[src/rtl/fp_pkg.sv]
// rtl/fp_pkg.sv - shared constants, FSM state type and result packing for fp_norm
//
// Purpose : common definitions for the post-add normaliser and its rounding helper.
// Contents: field widths, exponent bias/limit, FSM state enum, packed result layout
//           {sign, exp[4:0], frac[4:0]} (hidden 1 not stored) and a packing helper.

package fp_pkg;

   localparam int EXP_W   = 5;
   localparam int MANT_W  = 6;                 // hidden 1 + fraction
   localparam int FRAC_W  = MANT_W - 1;
   localparam int BIAS    = 15;
   localparam int EXP_MAX = 2 * BIAS + 1;      // 31, all-ones exponent
   localparam int RES_W   = 1 + EXP_W + FRAC_W;

   typedef enum logic [1:0] {
      IDLE,
      ALIGN,
      NORM,
      DONE
   } state_t;

   typedef struct packed {
      logic              sign;
      logic [EXP_W-1:0]  exp;
      logic [FRAC_W-1:0] frac;
   } fp_result_t;

   function automatic fp_result_t pack_result(input logic              sign,
                                              input logic [EXP_W-1:0]  exp,
                                              input logic [FRAC_W-1:0] frac);
      fp_result_t r;
      r.sign = sign;
      r.exp  = exp;
      r.frac = frac;
      return r;
   endfunction

endpackage

[src/rtl/fp_norm_round.sv]
// rtl/fp_norm_round.sv - round-to-nearest-even right shift by one for fp_norm
//
// Purpose : present only when FP_NORM_ROUND_EN is defined. Takes the 7-bit
//           magnitude whose bit 6 is set, shifts it right one place with
//           round-to-nearest-even, and renormalises if rounding carries to 64.
// Ports   : mag_in   [6:0] magnitude before the shift
//           exp_in   [4:0] exponent before the shift
//           frac_out [4:0] fraction after shift/round (hidden 1 dropped)
//           exp_out  [5:0] exponent after shift/round, one extra bit so the
//                          caller can detect overflow

`ifdef FP_NORM_ROUND_EN
module fp_norm_round
   import fp_pkg::*;
(
   input  logic [MANT_W:0]   mag_in,
   input  logic [EXP_W-1:0]  exp_in,
   output logic [FRAC_W-1:0] frac_out,
   output logic [EXP_W:0]    exp_out
);

   logic [MANT_W-1:0] kept;
   logic              inc;
   logic [MANT_W:0]   sum;

   always_comb begin
      kept = mag_in[MANT_W:1];
      // Only one bit is dropped, so a set dropped bit is always an exact tie:
      // round up only when that makes the kept value even.
      inc  = mag_in[0] & kept[0];
      sum  = {1'b0, kept} + {{MANT_W{1'b0}}, inc};
      if (sum[MANT_W]) begin
         // 63 rounded up to 64: shift right once more, exponent +2 in total
         frac_out = sum[FRAC_W:1];
         exp_out  = {1'b0, exp_in} + 6'd2;
      end else begin
         frac_out = sum[FRAC_W-1:0];
         exp_out  = {1'b0, exp_in} + 6'd1;
      end
   end

endmodule
`endif

[src/rtl/fp_norm.sv]
// rtl/fp_norm.sv - normalise a signed mantissa-adder sum into a small FP result
//
// Purpose : accepts the raw two's-complement sum of a mantissa add together with
//           the larger operand's exponent and sign, normalises it (one right
//           shift or up to five left shifts) and returns {sign, exp, frac} with
//           overflow / underflow / zero status.
// Config  : FP_NORM_ROUND_EN - when defined, the right shift rounds to
//           nearest-even via fp_norm_round; otherwise it truncates.
// Ports   : clk, rst (synchronous, active-high)
//           in_valid/in_ready     - operand handshake (ready only in IDLE)
//           raw_sum[7:0]          - signed sum from the mantissa adder
//           exp_in[4:0], sign_in  - exponent (bias 15) and sign of larger operand
//           out_valid/out_ready   - result handshake; result held until taken
//           result[10:0]          - {sign, exp[4:0], frac[4:0]}, hidden 1
//           ovf, unf, zero        - mutually exclusive flags, valid with out_valid

module fp_norm
   import fp_pkg::*;
(
   input  logic             clk,
   input  logic             rst,
   input  logic             in_valid,
   output logic             in_ready,
   input  logic [7:0]       raw_sum,
   input  logic [EXP_W-1:0] exp_in,
   input  logic             sign_in,
   output logic             out_valid,
   input  logic             out_ready,
   output logic [RES_W-1:0] result,
   output logic             ovf,
   output logic             unf,
   output logic             zero
);

   state_t           state_q, state_d;
   logic             mag_vld_q, mag_vld_d;
   logic [7:0]       sum_q, sum_d;
   logic [MANT_W:0]  mag_q, mag_d;
   logic [EXP_W-1:0] exp_q, exp_d;
   logic             sign_q, sign_d;
   fp_result_t       res_q, res_d;
   logic             ovf_q, ovf_d;
   logic             unf_q, unf_d;
   logic             zero_q, zero_d;

   logic [FRAC_W-1:0] shr_frac;
   logic [EXP_W:0]    shr_exp;
   logic [MANT_W:0]   mag_shl;
   logic [EXP_W-1:0]  exp_dec;

`ifdef FP_NORM_ROUND_EN
   fp_norm_round u_round (
      .mag_in   (mag_q),
      .exp_in   (exp_q),
      .frac_out (shr_frac),
      .exp_out  (shr_exp)
   );
`else
   assign shr_frac = mag_q[FRAC_W:1];
   assign shr_exp  = {1'b0, exp_q} + 6'd1;
`endif

   always_comb begin
      state_d   = state_q;
      mag_vld_d = mag_vld_q;
      sum_d     = sum_q;
      mag_d     = mag_q;
      exp_d     = exp_q;
      sign_d    = sign_q;
      res_d     = res_q;
      ovf_d     = ovf_q;
      unf_d     = unf_q;
      zero_d    = zero_q;
      mag_shl   = {mag_q[MANT_W-1:0], 1'b0};
      exp_dec   = exp_q - 5'd1;

      case (state_q)
         IDLE: begin
            if (in_valid) begin
               sum_d     = raw_sum;
               exp_d     = exp_in;
               sign_d    = sign_in;
               mag_vld_d = 1'b0;
               state_d   = ALIGN;
            end
         end

         ALIGN: begin
            // First ALIGN cycle only registers the magnitude, so the negate
            // adder never chains into the round/exponent adders.
            if (!mag_vld_q) begin
               mag_d     = sum_q[7] ? (~sum_q[MANT_W:0] + 7'd1) : sum_q[MANT_W:0];
               sign_d    = sign_q ^ sum_q[7];
               mag_vld_d = 1'b1;
            end else begin
               mag_vld_d = 1'b0;
               state_d   = DONE;
               if (mag_q == '0) begin
                  res_d  = '0;
                  zero_d = 1'b1;
               end else if (mag_q[MANT_W]) begin
                  if (shr_exp >= 6'(EXP_MAX)) begin
                     res_d = pack_result(sign_q, 5'h1F, '0);
                     ovf_d = 1'b1;
                  end else begin
                     res_d = pack_result(sign_q, shr_exp[EXP_W-1:0], shr_frac);
                  end
               end else if (mag_q[MANT_W-1]) begin
                  res_d = pack_result(sign_q, exp_q, mag_q[FRAC_W-1:0]);
               end else if (exp_q == '0) begin
                  // No exponent left to trade for a left shift
                  res_d = pack_result(sign_q, '0, mag_q[FRAC_W-1:0]);
                  unf_d = 1'b1;
               end else begin
                  state_d = NORM;
               end
            end
         end

         NORM: begin
            mag_d = mag_shl;
            exp_d = exp_dec;
            // Hitting exponent 0 wins over reaching the hidden bit: exp 0
            // encodes a denormal in this format.
            if (exp_dec == '0) begin
               res_d   = pack_result(sign_q, '0, mag_shl[FRAC_W-1:0]);
               unf_d   = 1'b1;
               state_d = DONE;
            end else if (mag_shl[MANT_W-1]) begin
               res_d   = pack_result(sign_q, exp_dec, mag_shl[FRAC_W-1:0]);
               state_d = DONE;
            end
         end

         DONE: begin
            if (out_ready) begin
               ovf_d   = 1'b0;
               unf_d   = 1'b0;
               zero_d  = 1'b0;
               state_d = IDLE;
            end
         end

         default: state_d = IDLE;
      endcase
   end

   always_ff @(posedge clk) begin
      if (rst) begin
         state_q   <= IDLE;
         mag_vld_q <= 1'b0;
         sum_q     <= '0;
         mag_q     <= '0;
         exp_q     <= '0;
         sign_q    <= 1'b0;
         res_q     <= '0;
         ovf_q     <= 1'b0;
         unf_q     <= 1'b0;
         zero_q    <= 1'b0;
      end else begin
         state_q   <= state_d;
         mag_vld_q <= mag_vld_d;
         sum_q     <= sum_d;
         mag_q     <= mag_d;
         exp_q     <= exp_d;
         sign_q    <= sign_d;
         res_q     <= res_d;
         ovf_q     <= ovf_d;
         unf_q     <= unf_d;
         zero_q    <= zero_d;
      end
   end

   assign in_ready  = (state_q == IDLE);
   assign out_valid = (state_q == DONE);
   assign result    = res_q;
   assign ovf       = ovf_q;
   assign unf       = unf_q;
   assign zero      = zero_q;

endmodule

[config.mk]
export PLATFORM = sky130hd
export DESIGN_NAME = fp_norm
export DESIGN_NICKNAME = d
export VERILOG_FILES = /design/src/rtl/fp_pkg.sv /design/src/rtl/fp_norm_round.sv /design/src/rtl/fp_norm.sv
export SDC_FILE = /design/constraint.sdc
export NUM_CORES = 1
export LEC_CHECK = 0
export ABC_AREA = 1
export BUFFER_PORTS_ARGS = -buffer_cell sky130_fd_sc_hd__buf_2
export CORE_MARGIN = 4
export CORE_UTILIZATION = 40
export DETAILED_ROUTE_END_ITERATION = 6
export SKIP_LAST_GASP = 1
export SLEW_MARGIN = 30
export SYNTH_ARGS = -nofsm -noshare
export SYNTH_HDL_FRONTEND = slang
export SYNTH_SLANG_ARGS = --single-unit
[constraint.sdc]
create_clock -name clk -period 3.1 [get_ports clk]
set_input_delay 0.155 -clock clk [delete_from_list [all_inputs] [get_ports clk]]
set_output_delay 0.155 -clock clk [all_outputs]
set_load 0.005 [all_outputs]
# Yosys cells after proc, flatten, opt, wreduce, memory -nomap -nowiden
# Index checks and enable logic that the tools add are counted.
word_totals:
  regBits: 38
  in_bits: 18
  word_cells: 100
op_classes:
  n_addsub: 3
  n_lt_le_gt_ge: 1
  n_eq_ne: 17
  mux: 46
  bitwise_logic: 2
  reduce_logical: 19
ops:
  columns: ["cell", "count"]
  rows:
  - ["$mux 11", 7]
  - ["$ne 2x2->1 const B", 11]
  - ["$pmux 11 s2", 1]
  - ["$mux 1", 21]
  - ["$mux 7", 2]
  - ["$pmux 7 s2", 1]
  - ["$reduce_and 4->1", 3]
  - ["$logic_not 5->1", 2]
  - ["$mux 10", 1]
  - ["$mux 2", 5]
  - ["$pmux 5 s2", 1]
  - ["$pmux 1 s2", 4]
  - ["$pmux 2 s4", 1]
  - ["$reduce_and 2->1", 4]
  - ["$reduce_and 8->1", 1]
  - ["$reduce_bool 2->1", 4]
  - ["$add 7x1->7 const B", 1]
  - ["$logic_not 7->1", 1]
  - ["$not 7->7", 1]
  - ["$add 5x1->6 const B", 1]
  - ["$ge 6x5->1 const B", 1]
  - ["$reduce_and 6->1", 1]
  - ["$mux 5", 1]
  - ["$ne 5x5->1 const B", 1]
  - ["other kinds (10)", 11]

# Longest topological paths before layout
# Gate-level depths: netlist of the first run.
depth:
  depth_word: 7
  ltp_mapped: 13
  ltp_nobuf: 13

# Worst setup path after synthesis of the first run
# No wires, ideal clock.
synth_path:
  path_kind: "register -> register"
  startpoint: "register exp_q[0]"
  endpoint: "register res_q (netlist bit result[0])"
  setup_ns: 0.114
  arrival_time_ns: 1.678
  setup_slack_ns: 1.308
  path_stages_with_launch: 12
  n_path_buf: 1
  synth_period_minus_slack_ns: 1.792
  cell_sequence: "dfxtp_1 > inv_1 > ha_1 > xnor2_1 > nand2_1 > nor2_2 > nand2_2 > nand2_4 > nand2_4 > buf_6 > a21oi_1 > nor2_1"
synth_via:
  elab_chain_cells: 7
  elab_cells_between_ends: 14
synth_rtl:
  columns: ["element", "line", "rtl"]
  rows:
  - ["start, declared", "fp_norm.sv:39", "logic [EXP_W-1:0] exp_q, exp_d;"]
  - ["start signal, assigned", "fp_norm.sv:165", "exp_q <= exp_d;"]
  - ["$add 5x1->6", "fp_norm.sv:60", "assign shr_exp = {1'b0, exp_q} + 6'd1;"]
  - ["$ge 6x5->1", "fp_norm.sv:102", "if (shr_exp >= 6'(EXP_MAX)) begin"]
  - ["$mux 10", "fp_norm.sv:102", null]
  - ["$mux 11", "fp_norm.sv:101", "end else if (mag_q[MANT_W]) begin"]
  - ["$mux 11", "fp_norm.sv:98", "if (mag_q == '0) begin"]
  - ["$mux 11", "fp_norm.sv:91", "if (!mag_vld_q) begin"]
  - ["$pmux 11 s2", "fp_norm.sv:77", "case (state_q)"]
  - ["end signal, assigned", "fp_norm.sv:167", "res_q <= res_d;"]
  - ["end, declared", "fp_norm.sv:41", "fp_result_t res_q, res_d;"]
# Several ways; a longest one is shown, not always the timed one. The select of a mux whose other input is x is not followed.
# A chain may end at the register's enable or synchronous reset.

# Final worst setup path of the first run
layout_path:
  startpoint: "register state_q[0]"
  endpoint: "register exp_q[4]"
layout_via:
  elab_chain_cells: 3
  elab_cells_between_ends: 6
layout_rtl:
  columns: ["element", "line", "rtl"]
  rows:
  - ["start, declared", "fp_norm.sv:35", "state_t state_q, state_d;"]
  - ["start signal, assigned", "fp_norm.sv:161", "state_q <= state_d;"]
  - ["$eq 2x2->1 / $logic_not 2->1 (equally long branches)", "fp_norm.sv:77", null]
  - ["$reduce_bool 2->1 (no line) / $ne 2x2->1 (equally long branches)", null, null]
  - ["$reduce_and 2->1 (no line)", null, null]
# Several ways; a longest one is shown, not always the timed one.

==> results of run 1 <==
[critical path, delay by kind of cell, from the launching register on]
kind | cells | cell delay [ps]
adder cells (fa/ha/maj) | 1 | 360
flip-flops | 1 | 400
AO/OA/AOI/OAI | 3 | 720
buffers and inverters | 3 | 650
[final cells by class]
class / instances / area share [%]
Inverter: 48 / 6.661
Sequential cell: 38 / 28.12
Clock inverter: 2 / 0.4625
Timing Repair Buffer: 34 / 6.383
Tap cell: 75 / 3.469
Clock buffer: 6 / 3.053
Multi-Input combinational cell: 279 / 51.85
[per-layer routing]
metal / global-route usage, % / share of wire (%)
met1: 23.81 / 47
met2: 29.03 / 46
met3: 3.650 / 5.7
met4: 7.482 / 1.6
met5: 0 / 0
[registers in the layout, summed over array words and instances, names as in the netlist]
name,flops
state_q,2
result,11
mag_vld_q,1
sum_q,8
zero,1
ovf,1
mag_q,7
exp_q,5
sign_q,1
unf,1
[cell families (layout without fill, tap and decap cells)]
group	after synthesis	in the layout	share of synthesized area (%)
AND/OR/NAND/NOR	189	189	34.01
flip-flops	38	38	31.52
buffers and inverters	61	90	10.37
adder cells (fa/ha/maj)	10	10	5.184
AO/OA/AOI/OAI	76	76	17.16
XOR/XNOR	4	4	1.763
[power by group through the flow]
| stage | clock, mW | sequential (mW) | combinational (mW) |
|---|---|---|---|
| 2_1_floorplan | 0 | 0.792 | 1.07 |
| 3_3_place_gp | 0 | 0.850 | 1.35 |
| 3_5_place_dp | 0 | 0.855 | 1.35 |
| 4_1_cts | 0.373 | 0.844 | 1.36 |
| 5_1_grt | 0.389 | 0.876 | 1.57 |
| 6_report | 0.368 | 0.845 | 1.36 |
[cells in the final DEF (no fill, tap or decap), types with 5 or more instances in the layout]
master,Yosys,routed
a21oi_1,35,35
buf_2,2,33
clkbuf_8,0,6
dfxtp_1,38,38
ha_1,10,10
inv_1,45,45
nand2_1,90,90
nand2_2,7,7
nand3_1,33,33
nor2_1,45,45
nor3_1,5,5
o21ai_0,28,28
[worst min path at each step]
stage                     cells after the start  slack, ps        to        from
after floorplan                               1        230  exp_q[0]         rst
after global placement                        3        430  sum_q[1]  raw_sum[1]
after detailed placement                      3        440  sum_q[0]  raw_sum[0]
after CTS                                     3        120  sum_q[0]  raw_sum[0]
after global routing                          3        140  sum_q[7]  raw_sum[7]
final                                         3        130  sum_q[1]  raw_sum[1]
[through the flow]
| stage | instance area (um2) | power (mW) | hold slack [ps] |
|---|---|---|---|
| after global placement | 2610 | 2.197 | 432.2 |
| final | 2705 | 2.572 | 130.2 |
| after global routing | 2705 | 2.832 | 137.4 |
| after detailed placement | 2610 | 2.205 | 437.9 |
| after CTS | 2705 | 2.576 | 124.0 |
| after floorplan | 2414 | 1.858 | 233.5 |
==> impl_metrics.csv, run 1 <==
group,metric,value,unit
synthesis,synthesis.area,2414,um2
cells_and_area,nNetsFinal,434,
clock_network,cts_max_path_buffers,2,
setup_path,r2r_end,"exp_q[4]",
placed_design,gp_congestion,0.8619,
routing,antenna_left,0,
global_route,antenna_found_initial,0,
timing,max_freq,446.3,MHz
die,die_w,85.68,um
die,io_pins,34,
clock_network,cts_hold_buf,0,
clock_network,cts-buffers-inserted,5,
die,die_h,85.68,um
synthesis,yosysWarnings,0,
synthesis,synth_area_leaders,"dfxtp_1 32%, nand2_1 14%, a21oi_1 7.3%",
synthesis,ys_ff_latch,38,
placed_design,dp_cells,474,
power,p_sw,1.236,mW
synthesis,netlist_top_cells_count,"90 x nand2_1, 45 x inv_1, 45 x nor2_1",
routing,drc,0,
placed_design,portBuffers,33,
setup_path,r2r_slack,860,ps
timing,setup_violations,0,
clock_network,cts.sinks,38,
power,peakVddDrop,454.3,uV
clock_network,htree_levels,2,
placed_design,place_ws,853.5,ps
timing,slew_headroom,46.33,%
setup_path,worst-setup-path-type,"reg -> reg",
synthesis,ys_types,31,
setup_path,reg2reg_depth,7,
synthesis,synth_top_area_share,31.52,%
setup_path,rr_startpoint,"state_q[0]",
power,p_clk_share,14.3,%
routing,vias_per_cell,5.039,
timing,rsz0062_at_grt,"no",
setup_path,path_cells,"inv_1, ha_1, inv_1, buf_4, o21a_1, a21oi_1, a221oi_1",
clock_network,cts.clk_slew.worst_paths,80,ps
cells_and_area,multi_input_area,1403,um2
clock_network,post_cts_resized,0,
global_route,grt_max_degree,28,
global_route,track_usage,18.14,%
timing,timing.final.ws_setup,859.3,ps
power,seqPwrFrac,32.8,%
timing,fin_skew,3.582,ps
global_route,grt_pass1_wl,10.78,mm
power,switching_share,48.08,%
synthesis,yosys.area.top_type,"dfxtp_1",
setup_path,slowest_delay,400,ps
clock_network,cts-root-buf,"clkbuf_8",
routing,drt-total-wl,6.366,mm
setup_path,crit_required,3300,ps
cells_and_area,post_route_cells_drive_above_1_share,14.25,%
synthesis,yosysMostFrequentCell,"nand2_1",
clock_network,clk_latency,300,ps
routing,num_vias,2429,
cells_and_area,final_cells,482,
timing,tightest_slew,804.2,ps
cells_and_area,regArea,760.7,um2
setup_path,cp-end-kind,"flop",
power,p_int,1.335,mW
timing,drv_slew,0,
global_route,grt_overflow,0,
cells_and_area,final_util,45.96,%
clock_network,cts_tree,"built",
timing,finalHoldViolCount,0,
power,p_leak,1.268,nW
placed_design,hpwl,4.667,mm
synthesis,yosysSeqAreaShare,31.52,%
power,pwr-share-comb,52.9,%
routing,first_pass_iters,4,
setup_path,crit_arrival,2440,ps
global_route,grt_pass1_vias,2317,
cells_and_area,fillCellCount,644,
timing,period_share,72.28,%
synthesis,synth_nets,406,
cells_and_area,diodes,0,
setup_path,crit_start,"state_q[0]",
synthesis,synth-async-reset-ratio,0,%
setup_path,worstSetupStartpointType,"flop",
synthesis,avgSynthCellArea,6.385,um2
synthesis,synth-edff-count,0,
min_path,hold_path.class,"in -> reg",
setup_path,crit_path_end,"exp_q[4]",
setup_path,crit_top_cell,"inv_1",
die,die_area,7341,um2
die,initial_core_util,41.01,%
routing,drtIter0Drc,150,
outcome,status,"complete, no violations",
routing,wl_per_cell,13.21,um
setup_path,cpMaxStageDelayCell,"dfxtp_1",
timing,min_period,2241,ps
die,coreArea,5886,um2
clock_network,cts_setup_buffers,0,
synthesis,synth_ff_type,"dfxtp_1",
die,rows,28,
run,cap_viol_max_count,0,
synthesis,synth_cells,378,
power,power_density,950.8,nW/um2
timing,fin_tns_setup,0,ps
setup_path,cp_max_fo,13,
cells_and_area,syn2layout_area_growth,12.08,%
Power figures use the tool's default switching activity.
==> run 2: changes to the inputs <==
Clock period 3.1 ns to 1.82 ns, I/O delays scaled along.
==> impl_metrics.csv, run 2 (synthesized netlist as in run 1, its figures left out) <==
group,metric,value,unit
cells_and_area,nNetsFinal,455,
setup_path,cp_max_fo,8,
setup_path,path_cells,"buf_4, ha_1, inv_1, nand2_1, nand2_1, nor2_1, nand3_1, buf_4, nand3_1, a21oi_1, nor2_1, nor2_1",
min_path,hold_path.class,"in -> reg",
clock_network,cts-buffers-inserted,5,
routing,antenna_left,0,
timing,whs,63.17,ps
placed_design,dp_cells,495,
power,peakVddDrop,617.0,uV
cells_and_area,layout_commonest_cell,"nand2_1",
setup_path,worstSetupStartpointType,"flop",
global_route,track_usage,18.66,%
routing,vias_per_cell,5.010,
die,initial_core_util,41.01,%
global_route,grt_max_degree,18,
setup_path,crit_start,"exp_q[1]",
clock_network,cts.clk_slew.worst_paths,80,ps
cells_and_area,final_cell_mix,"90 x nand2_1, 45 x nor2_1, 42 x inv_1",
clock_network,cts-root-buf,"clkbuf_8",
timing,finalHoldViolCount,0,
setup_path,r2r_slack,130,ps
setup_path,crit_path_end,"result[3]",
global_route,antenna_found_initial,0,
run,cap_viol_max_count,0,
die,die_area,7341,um2
routing,num_vias,2520,
die,die_h,85.68,um
timing,tightest_slew,433.5,ps
setup_path,cpMaxStageDelayCell,"dfxtp_1",
routing,drt-total-wl,6.390,mm
setup_path,crit_family,"simple AND/OR/NAND/NOR gates",
setup_path,cp-end-kind,"flop",
timing,fin_skew,4.382,ps
clock_network,cts_setup_buffers,0,
global_route,grt_overflow,0,
cells_and_area,final_util,49.57,%
cells_and_area,syn2layout_area_growth,20.89,%
die,die_w,85.68,um
cells_and_area,diodes,0,
timing,setup_violations,0,
placed_design,portBuffers,33,
routing,wl_per_cell,12.70,um
routing,drtIter0Drc,124,
global_route,grt_pass1_vias,2397,
setup_path,worst-setup-path-type,"reg -> reg",
timing,min_period,1691,ps
setup_path,crit_arrival,1890,ps
placed_design,gp_congestion,0.9156,
setup_path,slowest_delay,350,ps
clock_network,cts_max_path_buffers,2,
power,p_total,4.785,mW
timing,drv_slew,0,
routing,first_pass_iters,4,
routing,drc,0,
clock_network,clk_latency,300,ps
die,io_pins,34,
clock_network,cts.sinks,38,
setup_path,crit_required,2020,ps
setup_path,r2r_end,"result[3]",
setup_path,rr_startpoint,"exp_q[1]",
cells_and_area,largest_register_ffs,11,
outcome,status,"complete, no violations",
setup_path,cp.depth,12,
placed_design,hpwl,4.853,mm
timing,period_share,92.92,%
power,power_density,1640,nW/um2
power,p_leak,1.383,nW
clock_network,htree_levels,2,
timing,slew_headroom,71.07,%
global_route,grt_pass1_wl,11.08,mm
cells_and_area,final_cells,503,
cells_and_area,post_route_cells_drive_above_1_share,20.33,%
setup_path,crit_top_cell,"nor2_1",
timing,max_freq,591.3,MHz
setup_path,worst-path-buf-inv,3,
die,rows,28,
setup_path,reg2reg_depth,12,
clock_network,cts_tree,"built",
die,coreArea,5886,um2
==> run 2: changes by cell type in the layout (fill, tap and decap cells not counted), moves of 2 or more <==
cell     previous run  this run
buf_4               1        22
dfxtp_1            38        35
dfxtp_2             0         3
ha_1               10         8
inv_1              45        42
inv_2               3         6
==> run 2: repair_timing <==
action	CTS	global route
hold buffers	0	0
pin swaps	0	1
resized for setup	2	11
setup endpoints to repair	3	19
endpoints found under the hold margin	0	0
cloned	0	0
==> run 2: how the worst min path moves through the flow <==
stage	from	endpoint	depth (start not counted)
final	raw_sum[7]	sum_q[7]	3
after global routing	raw_sum[4]	sum_q[4]	3
after CTS	raw_sum[7]	sum_q[7]	3
after detailed placement	raw_sum[7]	sum_q[7]	3
after global placement	raw_sum[0]	sum_q[0]	3
after floorplan	rst	exp_q[0]	1
==> run 2: metal layers <==
layer / vias to the layer above / track usage [%] / routed length, um
li1: 1324 / - / -
met1: 1129 / 23.71 / 3023
met2: 55 / 31.21 / 2946
met3: 12 / 3.266 / 276
met4: 0 / 7.626 / 143
met5: - / 0 / 0
==> run 2: final cells by class <==
| class | instances | area, um2 |
|---|---|---|
| clock inverters | 2 | 37.54 |
| flip-flops and latches | 38 | 764.5 |
| repair buffers | 55 | 330.3 |
| fillers | 647 | 2968 |
| multi-input cells | 279 | 1439 |
| well taps | 75 | 93.84 |
| inverters | 48 | 180.2 |
| clock buffers | 6 | 72.57 |
==> run 2: worst register-to-register path: stages (launching register included) <==
cell,delay [ps]
dfxtp_1,350
buf_4,150
ha_1,210
inv_1,50
nand2_1,70
nand2_1,50
nor2_1,90
nand3_1,80
buf_4,170
nand3_1,80
a21oi_1,70
nor2_1,150
nor2_1,60
==> run 2: where the power goes <==
| group | leakage, nW | switching (mW) | internal, mW |
|---|---|---|---|
| clock | 0.0514 | 0.328 | 0.409 |
| combinational | 1.02 | 1.62 | 1.08 |
| sequential | 0.313 | 0.227 | 1.13 |
==> run 2: stage by stage <==
stage | setup WS (ps) | cell area, um2 | TNS [ps]
2_1_floorplan | 27.85 | 2414 | 0
3_3_place_gp | 56.70 | 2768 | 0
3_5_place_dp | -28.25 | 2768 | -49.70
4_1_cts | 43.69 | 2888 | 0
5_1_grt | -2.622 | 2918 | -2.622
6_report | 128.8 | 2918 | 0
